==> src/rtl/pipeline_hazard_ctrl.sv <==
// pipeline_hazard_ctrl: central stall/flush scheduler for a 5-stage RV32I pipeline.
//
// Resolves data-memory wait, taken-branch redirect, FENCE.I drain, load-use
// hazards and instruction-fetch wait into one stall/flush pair per pipeline
// buffer plus a PC hold. No buffer ever sees stall and flush together.
//
// Ports:
//   ACLK, ARESET          clock, synchronous active-high reset
//   id_rs1/id_rs2        source register indices of the ID instruction
//   id_use_rs1/rs2       ID instruction actually reads that source
//   id_fence_i           ID instruction is FENCE.I
//   ex_rd, ex_mem_read   destination and load flag of the EX instruction
//   ex_branch_taken      EX resolved a taken branch/jump
//   mem_req, mem_ack     MEM-stage data access request / completion
//   imem_ready           fetch data valid this cycle
//   pc_stall             hold the PC
//   *_stall, *_flush     per-buffer hold / bubble insert (IF2ID..MEM2WB)
//   busy                 scheduler is in MEM_WAIT or DRAIN
//
// Optional build macro CTRL_PERF_EN adds stall_cycles / flush_events
// performance counters (CNT_W bits, wrapping).
//
// All control outputs are combinational from the FSM state and inputs.

module pipeline_hazard_ctrl #(
  parameter int unsigned DRAIN_CYCLES = 3,
  parameter int unsigned CNT_W        = 32
) (
  input  logic             ACLK,
  input  logic             ARESET,
  input  logic [4:0]       id_rs1,
  input  logic [4:0]       id_rs2,
  input  logic             id_use_rs1,
  input  logic             id_use_rs2,
  input  logic             id_fence_i,
  input  logic [4:0]       ex_rd,
  input  logic             ex_mem_read,
  input  logic             ex_branch_taken,
  input  logic             mem_req,
  input  logic             mem_ack,
  input  logic             imem_ready,
  output logic             pc_stall,
  output logic             if_id_stall,
  output logic             if_id_flush,
  output logic             id_ex_stall,
  output logic             id_ex_flush,
  output logic             ex_mem_stall,
  output logic             ex_mem_flush,
  output logic             mem_wb_stall,
  output logic             mem_wb_flush,
`ifdef CTRL_PERF_EN
  output logic [CNT_W-1:0] stall_cycles,
  output logic [CNT_W-1:0] flush_events,
`endif
  output logic             busy
);

  localparam int unsigned DW = (DRAIN_CYCLES > 1) ? $clog2(DRAIN_CYCLES) : 1;

  // Elaboration-time parameter sanity
  if (DRAIN_CYCLES == 0) begin : g_bad_drain
    $error("pipeline_hazard_ctrl: DRAIN_CYCLES must be at least 1");
  end
  if (CNT_W == 0) begin : g_bad_cnt_w
    $error("pipeline_hazard_ctrl: CNT_W must be at least 1");
  end

  typedef enum logic [1:0] {
    RUN      = 2'd0,
    MEM_WAIT = 2'd1,
    DRAIN    = 2'd2
  } state_t;

  state_t        state, state_nxt;
  logic [DW-1:0] drain_cnt, drain_cnt_nxt;

  logic mem_wait;
  logic load_use;
  logic fence_accept;

  // Hazard detection; x0 is hard-wired zero so it never creates a dependency
  assign mem_wait = mem_req && !mem_ack;
  assign load_use = ex_mem_read && (ex_rd != 5'd0) &&
                    ((id_use_rs1 && (id_rs1 == ex_rd)) ||
                     (id_use_rs2 && (id_rs2 == ex_rd)));
  // FENCE.I is also accepted in the ack cycle of MEM_WAIT: the pipe advances
  // that cycle, so the fence must start draining there rather than slip into EX.
  assign fence_accept = (state != DRAIN) && id_fence_i && !mem_wait && !ex_branch_taken;

  // State register
  always_ff @(posedge ACLK) begin
    if (ARESET) begin
      state     <= RUN;
      drain_cnt <= '0;
    end else begin
      state     <= state_nxt;
      drain_cnt <= drain_cnt_nxt;
    end
  end

  // Next-state logic
  always_comb begin
    state_nxt     = state;
    drain_cnt_nxt = drain_cnt;
    case (state)
      RUN: begin
        if (mem_wait) begin
          state_nxt = MEM_WAIT;
        end else if (fence_accept) begin
          state_nxt     = DRAIN;
          drain_cnt_nxt = DW'(DRAIN_CYCLES - 1);
        end
      end
      MEM_WAIT: begin
        if (!mem_wait) begin
          if (fence_accept) begin
            state_nxt     = DRAIN;
            drain_cnt_nxt = DW'(DRAIN_CYCLES - 1);
          end else begin
            state_nxt = RUN;
          end
        end
      end
      DRAIN: begin
        // A memory wait freezes the whole back end, so the drain count
        // is held rather than spent while nothing retires.
        if (!mem_wait) begin
          if (drain_cnt == '0) begin
            state_nxt = RUN;
          end else begin
            drain_cnt_nxt = drain_cnt - DW'(1);
          end
        end
      end
      default: begin
        state_nxt     = RUN;
        drain_cnt_nxt = '0;
      end
    endcase
  end

  // Output logic, strict priority; reset forces everything low
  always_comb begin
    pc_stall     = 1'b0;
    if_id_stall  = 1'b0;
    if_id_flush  = 1'b0;
    id_ex_stall  = 1'b0;
    id_ex_flush  = 1'b0;
    ex_mem_stall = 1'b0;
    ex_mem_flush = 1'b0;
    mem_wb_stall = 1'b0;
    mem_wb_flush = 1'b0;
    busy         = 1'b0;
    if (!ARESET) begin
      busy = (state != RUN);
      if (mem_wait) begin
        // Freeze everything upstream of MEM and bubble into WB
        pc_stall     = 1'b1;
        if_id_stall  = 1'b1;
        id_ex_stall  = 1'b1;
        ex_mem_stall = 1'b1;
        mem_wb_flush = 1'b1;
      end else if (ex_branch_taken) begin
        if_id_flush = 1'b1;
        id_ex_flush = 1'b1;
      end else if ((state == DRAIN) || fence_accept || load_use) begin
        // Hold the front end and inject a bubble into EX
        pc_stall    = 1'b1;
        if_id_stall = 1'b1;
        id_ex_flush = 1'b1;
      end else if (!imem_ready) begin
        pc_stall    = 1'b1;
        if_id_flush = 1'b1;
      end
    end
  end

`ifdef CTRL_PERF_EN
  logic branch_flush;
  assign branch_flush = !ARESET && !mem_wait && ex_branch_taken;

  // Performance counters, wrap naturally at 2^CNT_W
  always_ff @(posedge ACLK) begin
    if (ARESET) begin
      stall_cycles <= '0;
      flush_events <= '0;
    end else begin
      if (pc_stall) begin
        stall_cycles <= stall_cycles + CNT_W'(1);
      end
      if (branch_flush) begin
        flush_events <= flush_events + CNT_W'(1);
      end
    end
  end
`endif

endmodule

==> config.mk <==
export PLATFORM = sky130hd
export DESIGN_NAME = pipeline_hazard_ctrl
export DESIGN_NICKNAME = d
export VERILOG_FILES = /design/src/rtl/pipeline_hazard_ctrl.sv
export SDC_FILE = /design/constraint.sdc
export NUM_CORES = 1
export LEC_CHECK = 0
export CAP_MARGIN = 20
export CORE_MARGIN = 2
export CORE_UTILIZATION = 35
export CTS_BUF_LIST = sky130_fd_sc_hd__clkbuf_8
export DETAILED_ROUTE_END_ITERATION = 8
export GPL_TIMING_DRIVEN = 0
export PLACE_DENSITY = 0.92
export SYNTH_ARGS = -nofsm -noshare
export SYNTH_HDL_FRONTEND = slang
export SYNTH_SLANG_ARGS = --single-unit
==> constraint.sdc <==
create_clock -name ACLK -period 2.5 [get_ports ACLK]
set_input_delay 0.5 -clock ACLK [delete_from_list [all_inputs] [get_ports ACLK]]
set_output_delay 0.5 -clock ACLK [all_outputs]
set_load 0.03 [all_outputs]
==> flow_summary.yaml, run 1 <==
power_and_ir_drop:
  ir_drop_mv: 0.280
  power.leakage_nw: 0.427
  cellPowerDensity_nw_per_um2: 384
  total_power_mw: 0.362
min_path:
  hold_start: "drain_cnt[1]"
  hold_depth: 2
  hp-class: "reg -> reg"
  holdPathEnd: "drain_cnt[1]"
global_routing:
  grtUsageTotal: 0.190
  overflow: 0
  grt_antenna_before_repair: 0
  grt_pass1_vias: 505
  grt_max_degree: 10
  grt_pass1_wl_mm: 2.08
yosys:
  synthAdderAreaFrac: 0.0258
  synth_simple_gate_area_frac: 0.296
  synth-xor-area-share: 0.180
  yosysUniqueCellTypes: 31
  synth_compound_area_frac: 0.240
  ys_ff_latch: 4
  synth_top_family_by_area: "simple AND/OR/NAND/NOR gates"
  synthCells: 65
  yosysWarnings: 0
  avgSynthCellArea_um2: 7.47
  syn_area_um2: 485
  muxShareOfSynthArea: 0
  yosysSeqAreaShare: 0.165
timing:
  layout_min_cycle_time_ps: 2440
  final.setup_skew_ps: 3.75
  fmax_mhz: 410
  setup-violations-final: 0
  finalCritPeriodShare: 0.975
  hold_viol_final: 0
  whs_ps: 577
  tns_ps: 0
  drv_slew: 0
run:
  drv_cap: 0
floorplan:
  fp.dieArea_um2: 1700
  die_x_um: 41.2
  die_y_um: 41.2
  io_pins: 35
  initial_utilization: 0.373
  core_region_area_um2: 1300
  num_rows: 13
clock_network:
  cts_buffers: 3
  tritoncts: "done"
  clock-root-buffer: "clkbuf_8"
  clock_latency_ps: 220
  cts_hold_buf: 0
  clkTransAtPathRegs_ps: 30
  cts_buffer_depth: 2
  cts.sinks: 4
  ctsHtreeMaxLevel: 1
worst_setup_path:
  rrSetupSlack_ps: 1200
  r2r_end: "drain_cnt[0]"
  end_kind: "output pin"
  worstRegToRegCells: 5
  required_ps: 2000
  cp.arrival_ps: 1940
  r2r_start: "drain_cnt[0]"
  cp-start-kind: "primary input"
  crit_type: "in -> out"
  path_max_fanout: 6
final_layout:
  area_growth_pct: 94.3
  antenna_cells: 0
  drive_above_1_share: 0.294
  final_common_cell: "clkdlybuf4s50_1"
  fin_nets: 130
  final_cell_mix: "clkdlybuf4s50_1, xor2_1, nor2_1, buf_4, dlymetal6s2s_1"
  final_util: 0.725
  fillers: 101
drt:
  drt.antenna.violating_nets: 0
  wl_per_cell_um: 13.4
  vias: 608
  drc_errors: 0
  drt-initial-drc-count: 11
  viasPerCell: 5.20
  dr.pass1.iters: 4
  wirelength_mm: 1.57
placement:
  port_buffers: 31
  routabilityCongestion: 0.825
  post-dp-hpwl_mm: 1.15
run_status:
  status: "completed"
-- through the flow --
stage	cells	area, um2	setup WS (ps)
after floorplan	66	489	211
after global placement	112	818	-781
after global routing	117	943	-17.7
after detailed placement	112	818	-831
after CTS	116	862	-61.5
final	117	943	62.6
-- how the worst max path moves through the flow --
stage / start / to / slack, ps
3_5_place_dp: ex_rd[1] / if_id_flush / -830
3_3_place_gp: ex_rd[1] / if_id_flush / -780
4_1_cts: id_rs1[3] / pc_stall / -60
5_1_grt: ex_branch_taken / if_id_flush / -20
2_1_floorplan: ex_rd[3] / id_ex_flush / 210
6_report: ex_branch_taken / if_id_flush / 60
-- power by group --
| group | switching, mW | internal [mW] |
|---|---|---|
| combinational | 0.0758 | 0.0744 |
| clock | 0.0381 | 0.103 |
| sequential | 0.00343 | 0.0676 |
| total | 0.117 | 0.245 |
-- layer usage --
layer	wire length [um]	track usage
met1	600	0.222
met3	72	0.0163
met4	27	0.121
met2	864	0.328
met5	0	0
-- cells in the mapped netlist --
library cell	count	share of area
and2_1	1	0.013
nor4_1	3	0.039
o31ai_1	1	0.015
nor3_1	2	0.021
o21ai_2	1	0.018
buf_4	4	0.062
clkbuf_1	1	0.0077
conb_1	1	0.0077
nor2_1	7	0.054
and4b_1	1	0.021
o21a_1	1	0.015
and2_0	1	0.013
o21ai_0	4	0.041
dfxtp_1	4	0.16
nand2_1	3	0.023
inv_1	2	0.015
nor4b_2	1	0.031
nand2b_1	3	0.039
o21bai_1	1	0.015
o21ba_2	1	0.021
xor2_1	8	0.14
ha_1	1	0.026
xnor2_1	2	0.036
o211ai_1	1	0.015
a32oi_1	1	0.018
nor2b_1	1	0.013
or4_1	1	0.015
a211o_1	1	0.018
nor3b_1	1	0.015
a211oi_1	2	0.031
a21oi_1	3	0.031
-- final cells by class --
cell class,instances,area (um2),area share
multi-input cells,55,450,0.477
repair buffers,33,312,0.330
flip-flops and latches,4,80.1,0.0849
clock buffers,3,41.3,0.0438
plain buffers,5,33.8,0.0358
well taps,15,18.8,0.0199
inverters,2,7.51,0.00796
-- sequential cells by signal, summed over array words and instances (netlist names) --
register,cells
drain_cnt,2
state,2
-- what timing repair did --
| action | 4_1_cts | 5_1_grt |
|---|---|---|
| buffers inserted | 1 | 1 |
| resized for setup | 36 | 25 |
| pin swaps | 3 | 9 |
| endpoints found under the setup margin | 7 | 4 |
-- critical path, stage by stage --
cell and delay [ps]:
clkdlybuf4s50_1 470, nand2b_4 190, o21ai_4 250, nor4_1 80, a211o_1 320, buf_6 140
-- cell families (layout without fill, tap and decap cells) --
family                     Yosys count  after routing
buffers and inverters                7             43
DFF                                  4              4
xor gates and xnor gates            10             10
and+or+nand+nor                     25             25
other                                1              2
AOI/OAI and AO/OA                   17             17
adders and majority gates            1              1
Power figures use the tool's default switching activity.
==> inputs of run 2 (changes only) <==
--- a/config.mk
+++ b/config.mk
@@ -5,10 +5,12 @@
 export SDC_FILE = /design/constraint.sdc
 export NUM_CORES = 1
 export LEC_CHECK = 0
+export ABC_CLOCK_PERIOD_IN_PS = 2500
 export CAP_MARGIN = 20
 export CORE_MARGIN = 2
 export CORE_UTILIZATION = 35
 export CTS_BUF_LIST = sky130_fd_sc_hd__clkbuf_8
+export CTS_CLUSTER_SIZE = 8
 export DETAILED_ROUTE_END_ITERATION = 8
 export GPL_TIMING_DRIVEN = 0
 export PLACE_DENSITY = 0.92
==> results of run 2 <==
No change in the layout: final DEF, timing and power equal those of run 1.
